--- config.mk ---
export PLATFORM = sky130hd
export DESIGN_NAME = mem_stage_hs
export DESIGN_NICKNAME = d
export VERILOG_FILES = /design/src/rtl/mem_stage_hs.sv
export SDC_FILE = /design/constraint.sdc
export NUM_CORES = 1
export LEC_CHECK = 0
export BUFFER_PORTS_ARGS = -buffer_cell sky130_fd_sc_hd__buf_2
export CAP_MARGIN = 25
export CORE_MARGIN = 2
export CORE_UTILIZATION = 41
export DETAILED_ROUTE_END_ITERATION = 10
export GPL_TIMING_DRIVEN = 0
export HOLD_SLACK_MARGIN = 0.08
export PLACE_DENSITY_LB_ADDON = 0.05
export SYNTH_ARGS = -nofsm -noshare
export SYNTH_HDL_FRONTEND = slang
export SYNTH_SLANG_ARGS = --single-unit
--- constraint.sdc ---
create_clock -name clk -period 4.9 [get_ports clk]
set_input_delay 0.98 -clock clk [delete_from_list [all_inputs] [get_ports clk]]
set_output_delay 0.98 -clock clk [all_outputs]
set_load 0.01 [all_outputs]
--- src/rtl/mem_stage_hs.sv ---
// Memory stage with valid/ready intake and req/ack data-memory port; byte/half/word/dword access.
// Latency: non-mem and misaligned ops 1 cycle; mem ops 1 cycle to request, result 1 cycle after d_ack.
// Backpressure: in_ready drops only while a memory request is outstanding; results are never stalled.
module mem_stage_hs #(
    parameter int DW    = 32,
    parameter int AW    = 32,
    parameter int RSELW = 4
) (
    input  logic             clk,
    input  logic             reset,
    input  logic             in_valid,
    output logic             in_ready,
    input  logic [AW-1:0]    in_alu_data,
    input  logic [DW-1:0]    in_reg_data,
    input  logic             in_mem_we,
    input  logic             in_mem_re,
    input  logic [1:0]       in_size,
    input  logic             in_signed,
    input  logic             in_regs_we,
    input  logic [RSELW-1:0] in_regs_wsel,
    output logic             d_req,
    output logic [AW-1:0]    d_addr,
    output logic             d_we,
    output logic [DW/8-1:0]  d_be,
    output logic [DW-1:0]    d_data_w,
    input  logic             d_ack,
    input  logic [DW-1:0]    d_data_r,
    output logic             out_valid,
    output logic [DW-1:0]    out_data,
    output logic [RSELW-1:0] out_wsel,
    output logic             out_we,
    output logic             misalign,
    output logic             pend_we,
    output logic [RSELW-1:0] pend_wsel
);
    localparam int NB = DW / 8;
    localparam int LB = $clog2(NB);

    typedef enum logic [1:0] {ST_IDLE, ST_PASS, ST_MEM, ST_RESP} state_t;

    state_t           state_q, state_d;
    logic [AW-1:0]    addr_q, addr_d;
    logic             dwe_q, dwe_d;
    logic [NB-1:0]    be_q, be_d;
    logic [DW-1:0]    dw_q, dw_d;
    logic [DW-1:0]    data_q, data_d;
    logic             we_q, we_d;
    logic [RSELW-1:0] wsel_q, wsel_d;
    logic             mis_q, mis_d;
    logic             sgn_q, sgn_d;
    logic [1:0]       size_q, size_d;
    logic [LB-1:0]    lane_q, lane_d;

    logic             is_mem, fault;
    logic [NB-1:0]    be_new;
    logic [DW-1:0]    dw_new;
    int               s_bytes, a_off;
    logic [DW-1:0]    ld_sh, ld_mask, ld_val;
    int               ld_bits;

    // Decode the presented op: access size, alignment fault, byte enables, lane-replicated store data.
    always_comb begin
        s_bytes = 1 << in_size;
        a_off   = int'(in_alu_data[LB-1:0]);
        is_mem  = in_mem_we | in_mem_re;
        fault   = is_mem && (((in_size == 2'd3) && (DW == 32)) || ((a_off & (s_bytes - 1)) != 0));
        be_new  = NB'(((1 << s_bytes) - 1) << a_off);
        dw_new  = '0;
        for (int i = 0; i < NB; i++) begin
            dw_new[8*i +: 8] = in_reg_data[8*(i & (s_bytes - 1)) +: 8];
        end
    end

    // Extract the addressed bytes from the read data and extend to full width.
    always_comb begin
        ld_sh   = d_data_r >> {lane_q, 3'b000};
        ld_bits = 8 << size_q;
        if (ld_bits > DW) ld_bits = DW;
        ld_mask = '1;
        if (ld_bits < DW) ld_mask = (DW'(1) << ld_bits) - DW'(1);
        ld_val  = ld_sh & ld_mask;
        if (sgn_q && ld_sh[ld_bits-1]) ld_val = ld_val | ~ld_mask;
    end

    // Next state and held-op fields; any non-MEM state can take a new op every cycle.
    always_comb begin
        state_d = state_q;
        addr_d  = addr_q;
        dwe_d   = dwe_q;
        be_d    = be_q;
        dw_d    = dw_q;
        data_d  = data_q;
        we_d    = we_q;
        wsel_d  = wsel_q;
        mis_d   = mis_q;
        sgn_d   = sgn_q;
        size_d  = size_q;
        lane_d  = lane_q;
        case (state_q)
            ST_MEM: begin
                if (d_ack) begin
                    state_d = ST_RESP;
                    data_d  = dwe_q ? '0 : ld_val;
                end
            end
            default: begin
                state_d = ST_IDLE;
                if (in_valid) begin
                    wsel_d = in_regs_wsel;
                    sgn_d  = in_signed;
                    size_d = in_size;
                    lane_d = in_alu_data[LB-1:0];
                    if (!is_mem) begin
                        state_d = ST_PASS;
                        data_d  = DW'(in_alu_data);
                        we_d    = in_regs_we;
                        mis_d   = 1'b0;
                    end else if (fault) begin
                        state_d = ST_RESP;
                        data_d  = '0;
                        we_d    = 1'b0;
                        mis_d   = 1'b1;
                    end else begin
                        // A store wins when both read and write are flagged; stores never write a register.
                        state_d = ST_MEM;
                        addr_d  = in_alu_data & ~AW'(NB - 1);
                        dwe_d   = in_mem_we;
                        be_d    = be_new;
                        dw_d    = dw_new;
                        we_d    = in_regs_we && !in_mem_we;
                        mis_d   = 1'b0;
                    end
                end
            end
        endcase
    end

    // State and held-op registers; reset abandons any outstanding request.
    always_ff @(posedge clk) begin
        if (reset) begin
            state_q <= ST_IDLE;
            addr_q  <= '0;
            dwe_q   <= 1'b0;
            be_q    <= '0;
            dw_q    <= '0;
            data_q  <= '0;
            we_q    <= 1'b0;
            wsel_q  <= '0;
            mis_q   <= 1'b0;
            sgn_q   <= 1'b0;
            size_q  <= '0;
            lane_q  <= '0;
        end else begin
            state_q <= state_d;
            addr_q  <= addr_d;
            dwe_q   <= dwe_d;
            be_q    <= be_d;
            dw_q    <= dw_d;
            data_q  <= data_d;
            we_q    <= we_d;
            wsel_q  <= wsel_d;
            mis_q   <= mis_d;
            sgn_q   <= sgn_d;
            size_q  <= size_d;
            lane_q  <= lane_d;
        end
    end

    assign in_ready  = (state_q != ST_MEM);
    assign d_req     = (state_q == ST_MEM);
    assign d_addr    = addr_q;
    assign d_we      = d_req && dwe_q;
    assign d_be      = d_req ? be_q : '0;
    assign d_data_w  = dw_q;
    assign out_valid = (state_q == ST_PASS) || (state_q == ST_RESP);
    assign out_data  = data_q;
    assign out_wsel  = wsel_q;
    assign out_we    = out_valid && we_q;
    assign misalign  = out_valid && mis_q;
    assign pend_we   = (state_q != ST_IDLE) && we_q && !mis_q;
    assign pend_wsel = pend_we ? wsel_q : '0;
endmodule

==> impl_metrics.csv, run 1 <==
group,metric,value,unit
outcome,status,"finished clean",
detailed_routing,drc,0,
critical_path,cp-startpoint,"in_size[0]",
clocking,tritoncts,"yes",
clocking,clkSinkCount,112,
pwr,comb_power_share,21.2,%
critical_path,critPathMaxFanout,11,
critical_path,cp-endpoint,"d_data_w[4]$_SDFFE_PP0P_",
yosys,synth_top_cell_by_area,"dfxtp_1",
pwr,ir_drop,0.0002080,V
critical_path,crit_path_start_kind,"primary input",
critical_path,end_kind,"register",
yosys,synth.most_common_cell,"nand2_1",
clocking,clock_path_buffers,2,
die,die_w,121.5,microns
sta,finalCritPeriodShare,85.62,%
flow_run,max-cap-violations,0,
die,start_util,42.41,%
sta,setup_viol,0,
yosys,avgSynthCellArea,7.754,sq um
sta,tns,0,ns
pwr,swShare,30.70,%
pwr,power_density,307.5,nW/um^2
clocking,cts.clk_slew.worst_paths,0.07,ns
global_routing,grt_use_met2,44.28,%
yosys,async_reset_ff_share,0,%
sta,hold_viol,0,
clocking,cts_setup_buffers,0,
placement,hpwl,15310,microns
sta,max-slew-margin-rel,36.38,%
yosys,yosys_warnings,0,
clocking,clock_latency,0.37,ns
yosys,synthTopCellsByCount,"nand2_1, dfxtp_1, a21oi_1",
global_routing,grt_pass1_wl,30210,microns
critical_path,rrSetupSlack,2.12,ns
detailed_routing,wl,20030,microns
detailed_routing,drtPass1Iterations,8,
placement,place.gp.congestion,0.9439,
clocking,htreeDepth,3,
cells_and_area,fin_util,54.66,%
yosys,synth_top_area_share,39.61,%
placement,portBuffers,220,
sta,finClkSkew,0.01065,ns
placement,dp_cells,1128,
clocking,cts_root_buf,"clkbuf_16",
yosys,synth-edff-count,0,
yosys,ys.flop_type,"dfxtp_1",
critical_path,critPathArrivalTime,4.49,ns
die,dieArea,14760,sq um
min_path,hold_path.class,"reg -> reg",
cells_and_area,final_nets,1078,
clocking,cts_inserted_buffers,9,
die,num_io_pins,225,
critical_path,r2r_end,"out_data[7]$_SDFFE_PP0P_",
die,fp.dieH,121.5,microns
yosys,netlist_area,5660,sq um
clocking,cts_hold_buffers,0,
detailed_routing,vias,6107,
sta,worst_pin_slew,0.9485,ns
global_routing,antenna_found_initial,0,
global_routing,grt_max_degree,19,
pwr,intPower,0.001555,W
yosys,synthCells,730,
global_routing,grt.busiest_layer,"met2",
cells_and_area,diodes,0,
sta,maxSlewViolCount,0,
sta,rsz0062_at_grt,"no",
pwr,p_seq_share,44.1,%
sta,setup_ws,0.7048,ns
detailed_routing,final_antenna_net_count,0,
yosys,synth.area.top_cells,"dfxtp_1, nand2_1, a21oi_1, a211oi_1, mux2i_1",
global_routing,grt_use_total,26.61,%
global_routing,grt_pass1_vias,5615,
placement,dpl-instance-area,6990,sq um
pwr,p_clk_share,34.7,%
detailed_routing,via_per_inst,5.338,
critical_path,r2r_start,"state_q[0]$_SDFFE_PP0P_",
global_routing,overflow,0,
pwr,p_sw,0.0006887,W
clocking,cts_resized,0,
yosys,ys_ff_latch,112,
placement,place_worst_setup_slack,0.3125,ns
sta,fmax,238.4,MHz
yosys,synth_cell_type_count,43,
cells_and_area,final_layout_size_suffix_gt1_share,27.89,%
critical_path,cp_data_required_time,5.19,ns
die,coreArea,13350,sq um
cells_and_area,syn_to_final_growth,28.89,%
global_routing,grt_use_met3,7.519,%
global_routing,grt_use_met1,33.90,%
detailed_routing,wl_per_cell,17.51,microns
critical_path,ff2ff_path_depth,10,
detailed_routing,initialDrtViolationCount,430,
sta,fin_crit,4.195,ns
die,rows,42,
cells_and_area,final_cells,1144,
yosys,yosysSeqAreaShare,39.61,%
critical_path,setup.worst_path.class,"in -> reg",
cells_and_area,stdcell_area,7296,sq um
pwr,power.leakage,3.196,nW
cells_and_area,num-fill-cells,1370,
-- cell type report --
cell class	count	area [sq um]	share of cell area, %
buffer	62	255.2	3.499
clock buffer	10	239.0	3.276
clock inverter	6	66.31	0.9089
inverter	10	37.54	0.5145
multi-input combinational	547	3129	42.89
sequential	112	2242	30.73
tap	176	220.2	3.018
timing repair buffer	221	1106	15.16
-- metrics by stage --
stage | hold slack (ns) | total power, W
final | 0.4499 | 0.002243
after CTS | 0.4530 | 0.002255
after detailed placement | 0.4426 | 0.001480
after global routing | 0.4723 | 0.002347
after global placement | 0.4390 | 0.001479
after floorplan | 0.4273 | 0.001284
-- routing by layer --
layer / up-vias / part of all wire, %
met4: 0 / 1.5
met3: 26 / 9.4
met1: 2820 / 42
li1: 3014 / -
met5: - / 0
met2: 247 / 47
-- cell families after synthesis --
kind of cell	after synthesis	share of synthesized area [%]
buffers and inverters	72	5.172
and+or+nand+nor	300	24.14
muxes	44	8.024
AOI/OAI and AO/OA	195	21.68
other	1	0.06625
adders and majority gates	6	1.304
DFF	112	39.61
-- worst max-delay path: stages --
cell and delay [ns]:
buf_2 0.14, or2_2 0.29, clkbuf_1 0.21, buf_2 0.29, ha_1 0.31, clkbuf_1 0.39, nor2b_1 0.17, or3_4 0.45
nor2_2 0.40, clkbuf_1 0.51, nand2_1 0.20, a21oi_1 0.15
-- power by group through the flow --
stage / Clock, W / Combinational, W / Sequential (W)
after floorplan: 0 / 0.000256 / 0.00103
after global placement: 0 / 0.000471 / 0.00101
after detailed placement: 0 / 0.000471 / 0.00101
after CTS: 0.000794 / 0.000473 / 0.000988
after global routing: 0.000830 / 0.000522 / 0.000995
final: 0.000779 / 0.000476 / 0.000989
-- layout by cell type (no fill, tap or decap), types with 23 or more instances in the layout --
cell        n
buf_2     230
a21oi_1    83
mux2i_1    33
nand2_1   172
nand3_1    23
clkbuf_1   47
nor2_1     34
o211ai_1   24
dfxtp_1   112
a211oi_1   44
-- worst min-delay path by stage --
stage | start | to | slack [ns] | cells after the start
4_1_cts | be_q[3]$_SDFFE_PP0P_ | be_q[3]$_SDFFE_PP0P_ | 0.45 | 2
5_1_grt | d_addr[6]$_SDFFE_PP0P_ | d_addr[6]$_SDFFE_PP0P_ | 0.47 | 2
2_1_floorplan | be_q[0]$_SDFFE_PP0P_ | be_q[0]$_SDFFE_PP0P_ | 0.43 | 2
3_5_place_dp | be_q[3]$_SDFFE_PP0P_ | be_q[3]$_SDFFE_PP0P_ | 0.44 | 2
6_report | be_q[3]$_SDFFE_PP0P_ | be_q[3]$_SDFFE_PP0P_ | 0.45 | 2
3_3_place_gp | d_addr[16]$_SDFFE_PP0P_ | d_addr[16]$_SDFFE_PP0P_ | 0.44 | 2
-- flip-flops by register name, summed over array words and instances, names as in the netlist, 2 cells and up --
register,flops
d_data_w,32
size_q,2
out_wsel,4
out_data,32
lane_q,2
d_addr,30
state_q,2
be_q,4
Note: power is estimated with default switching activity, not from simulation.
==> run 2: changes to the inputs <==
--- a/config.mk
+++ b/config.mk
@@ -7,8 +7,10 @@
 export LEC_CHECK = 0
 export BUFFER_PORTS_ARGS = -buffer_cell sky130_fd_sc_hd__buf_2
 export CAP_MARGIN = 25
+export CELL_PAD_IN_SITES_DETAIL_PLACEMENT = 1
+export CELL_PAD_IN_SITES_GLOBAL_PLACEMENT = 1
 export CORE_MARGIN = 2
-export CORE_UTILIZATION = 41
+export CORE_UTILIZATION = 37
 export DETAILED_ROUTE_END_ITERATION = 10
 export GPL_TIMING_DRIVEN = 0
 export HOLD_SLACK_MARGIN = 0.08
==> run 2 against run 1 <==
  * Final cell count increased by 1.1%
  * First-iteration DRC count is 13% lower
  * Largest cell class unchanged
  * Register-to-register slack better by 0.09 ns
  * Setup slack worse by 0.12 ns
  * Clock skew barely moved
  * Highest routed layer is now met5
  * Global-route usage increased by 1.4 points
  * Maximum frequency fell by 2.7%
  * Wire length up 15%
==> impl_metrics.csv, run 2 (synthesis gave the netlist of run 1 again) <==
group,metric,value,unit
clocking,cts_resized,0,
clocking,clock_latency,0.37,ns
detailed_routing,wl_met2,10460,microns
placement,hpwl,18040,microns
pwr,power_density,306.6,nW/um^2
critical_path,cp_data_required_time,5.20,ns
critical_path,setup.worst_path.class,"in -> reg",
placement,portBuffers,220,
critical_path,end_kind,"register",
clocking,clkSinkCount,112,
critical_path,crit_path_start_kind,"primary input",
critical_path,cp-startpoint,"in_size[0]",
pwr,ir_drop,0.0001874,V
detailed_routing,wl_met1,10770,microns
global_routing,antenna_found_initial,4,
detailed_routing,wl_met3,1413,microns
clocking,htreeDepth,3,
die,num_io_pins,225,
sta,maxSlewViolCount,0,
sta,max-slew-margin-rel,35.05,%
critical_path,slowest_delay,0.50,ns
die,start_util,37.51,%
clocking,cts_setup_buffers,0,
detailed_routing,wl,23030,microns
critical_path,critPathBufInv,5,
critical_path,crit_family,"buffers and inverters",
cells_and_area,final_cell_mix,"buf_2, nand2_1, dfxtp_1",
critical_path,crit_slowest_cell,"clkbuf_1",
critical_path,critPathArrivalTime,4.61,ns
cells_and_area,num-fill-cells,1935,
clocking,cts_inserted_buffers,9,
detailed_routing,final_antenna_net_count,0,
flow_run,max-cap-violations,0,
sta,rsz0062_at_grt,"no",
critical_path,r2r_start,"size_q[1]$_SDFFE_PP0P_",
clocking,cts.clk_slew.worst_paths,0.08,ns
detailed_routing,vias,6309,
sta,worst_pin_slew,0.9684,ns
sta,finalCritPeriodShare,87.99,%
die,dieArea,16300,sq um
pwr,power.leakage,3.179,nW
detailed_routing,via_per_inst,5.453,
global_routing,overflow,0,
clocking,clock_path_buffers,2,
detailed_routing,drc,0,
global_routing,grt_pass1_vias,6297,
cells_and_area,final_common_cell,"buf_2",
detailed_routing,top_layer_used,"met5",
placement,place.gp.congestion,0.9438,
sta,fin_crit,4.311,ns
detailed_routing,wl_per_cell,19.90,microns
cells_and_area,syn_to_final_growth,29.11,%
die,rows,45,
global_routing,grt_max_degree,22,
min_path,worstHoldStart,"d_data_w[25]$_SDFFE_PP0P_",
clocking,tritoncts,"yes",
cells_and_area,final_nets,1078,
sta,hold_viol,0,
critical_path,crit_chain,"buf_2 > or2_2 > clkbuf_1 > buf_2 > ha_1 > clkbuf_1 > nor2b_1 > or3_4 > nor2_2 > clkbuf_1 > nand2_1 > a21oi_1",
critical_path,critPathMaxFanout,11,
die,die_w,127.7,microns
min_path,hold_path.class,"reg -> reg",
sta,setup_viol,0,
pwr,p_total,0.002241,W
global_routing,grt_pass1_wl,35400,microns
sta,fmax,231.9,MHz
detailed_routing,initialDrtViolationCount,374,
detailed_routing,drtPass1Iterations,4,
global_routing,grt_use_total,27.98,%
clocking,cts_root_buf,"clkbuf_16",
clocking,cts_hold_buffers,0,
cells_and_area,final_layout_size_suffix_gt1_share,27.89,%
sta,finClkSkew,0.01042,ns
die,fp.dieH,127.7,microns
outcome,status,"finished clean",
die,coreArea,15090,sq um
critical_path,critPathMostFrequentCell,"clkbuf_1",
sta,tns,0,ns
## run 2: cell types whose count changed in the layout (fill, tap and decap cells not counted)
cell / before / now
diode_2: 0 / 1
inv_6: 2 / 1
clkinvlp_4: 0 / 3
bufinv_16: 1 / 0
inv_8: 0 / 1
clkinv_8: 0 / 2
clkinv_4: 1 / 0
clkinv_2: 2 / 0
clkbuf_8: 1 / 0
## run 2: cell type report
class                   instances  area (sq um)  share of cell area (%)
repair buffers                221          1106                   15.13
inverters                      10         37.54                  0.5136
multi-input cells             547          3129                   42.82
flip-flops and latches        112          2242                   30.68
clock inverters                 7         75.07                   1.027
clock buffers                   9         225.2                   3.082
diodes                          1         2.502                 0.03424
well taps                     188         235.2                   3.219
plain buffers                  62         255.2                   3.493
## run 2: path summary, 6_finish.rpt
| path | end | slack, ns | cells past startpoint |
|---|---|---|---|
| setup reg to reg | out_data[19]$_SDFFE_PP0P_ | 2.21 | 8 |
| hold reg to reg | d_data_w[25]$_SDFFE_PP0P_ | 0.46 | 2 |
| hold / removal | d_data_w[25]$_SDFFE_PP0P_ | 0.46 | 2 |
| setup / recovery | d_data_w[6]$_SDFFE_PP0P_ | 0.59 | 12 |
## run 2: per-layer routing
| layer | vias up | global-route usage (%) |
|---|---|---|
| met5 | - | 0 |
| met4 | 6 | 7.434 |
| met2 | 205 | 45.74 |
| li1 | 3015 | - |
| met1 | 3055 | 37.74 |
| met3 | 28 | 5.801 |
## run 2: through the flow
step | util, % | hold WS [ns] | std cells | setup slack [ns] | instance area, sq um
finish | 48.43 | 0.4575 | 1157 | 0.5886 | 7308
floorplan | - | 0.4273 | 731 | 1.294 | 5664
detailed placement | 46.43 | 0.4488 | 1140 | 0.2199 | 7005
global placement | 46.39 | 0.4392 | 1139 | 0.2966 | 7000
CTS | 48.42 | 0.4618 | 1156 | 0.5750 | 7306
global route | 48.42 | 0.4832 | 1156 | 0.3438 | 7306
## run 2: tightest hold or removal path, cell delays in order (launching register included)
cell and delay (ns):
dfxtp_1 0.32, nand2_1 0.05, a21oi_1 0.05
## run 2: where the power goes
group / total, W / leakage [nW] / internal, W / switching, W
Sequential: 0.000991 / 0.912 / 0.000961 / 0.0000306
Clock: 0.000760 / 0.136 / 0.000360 / 0.000399
Combinational: 0.000490 / 2.13 / 0.000180 / 0.000310
Total: 0.00224 / 3.18 / 0.00150 / 0.000739
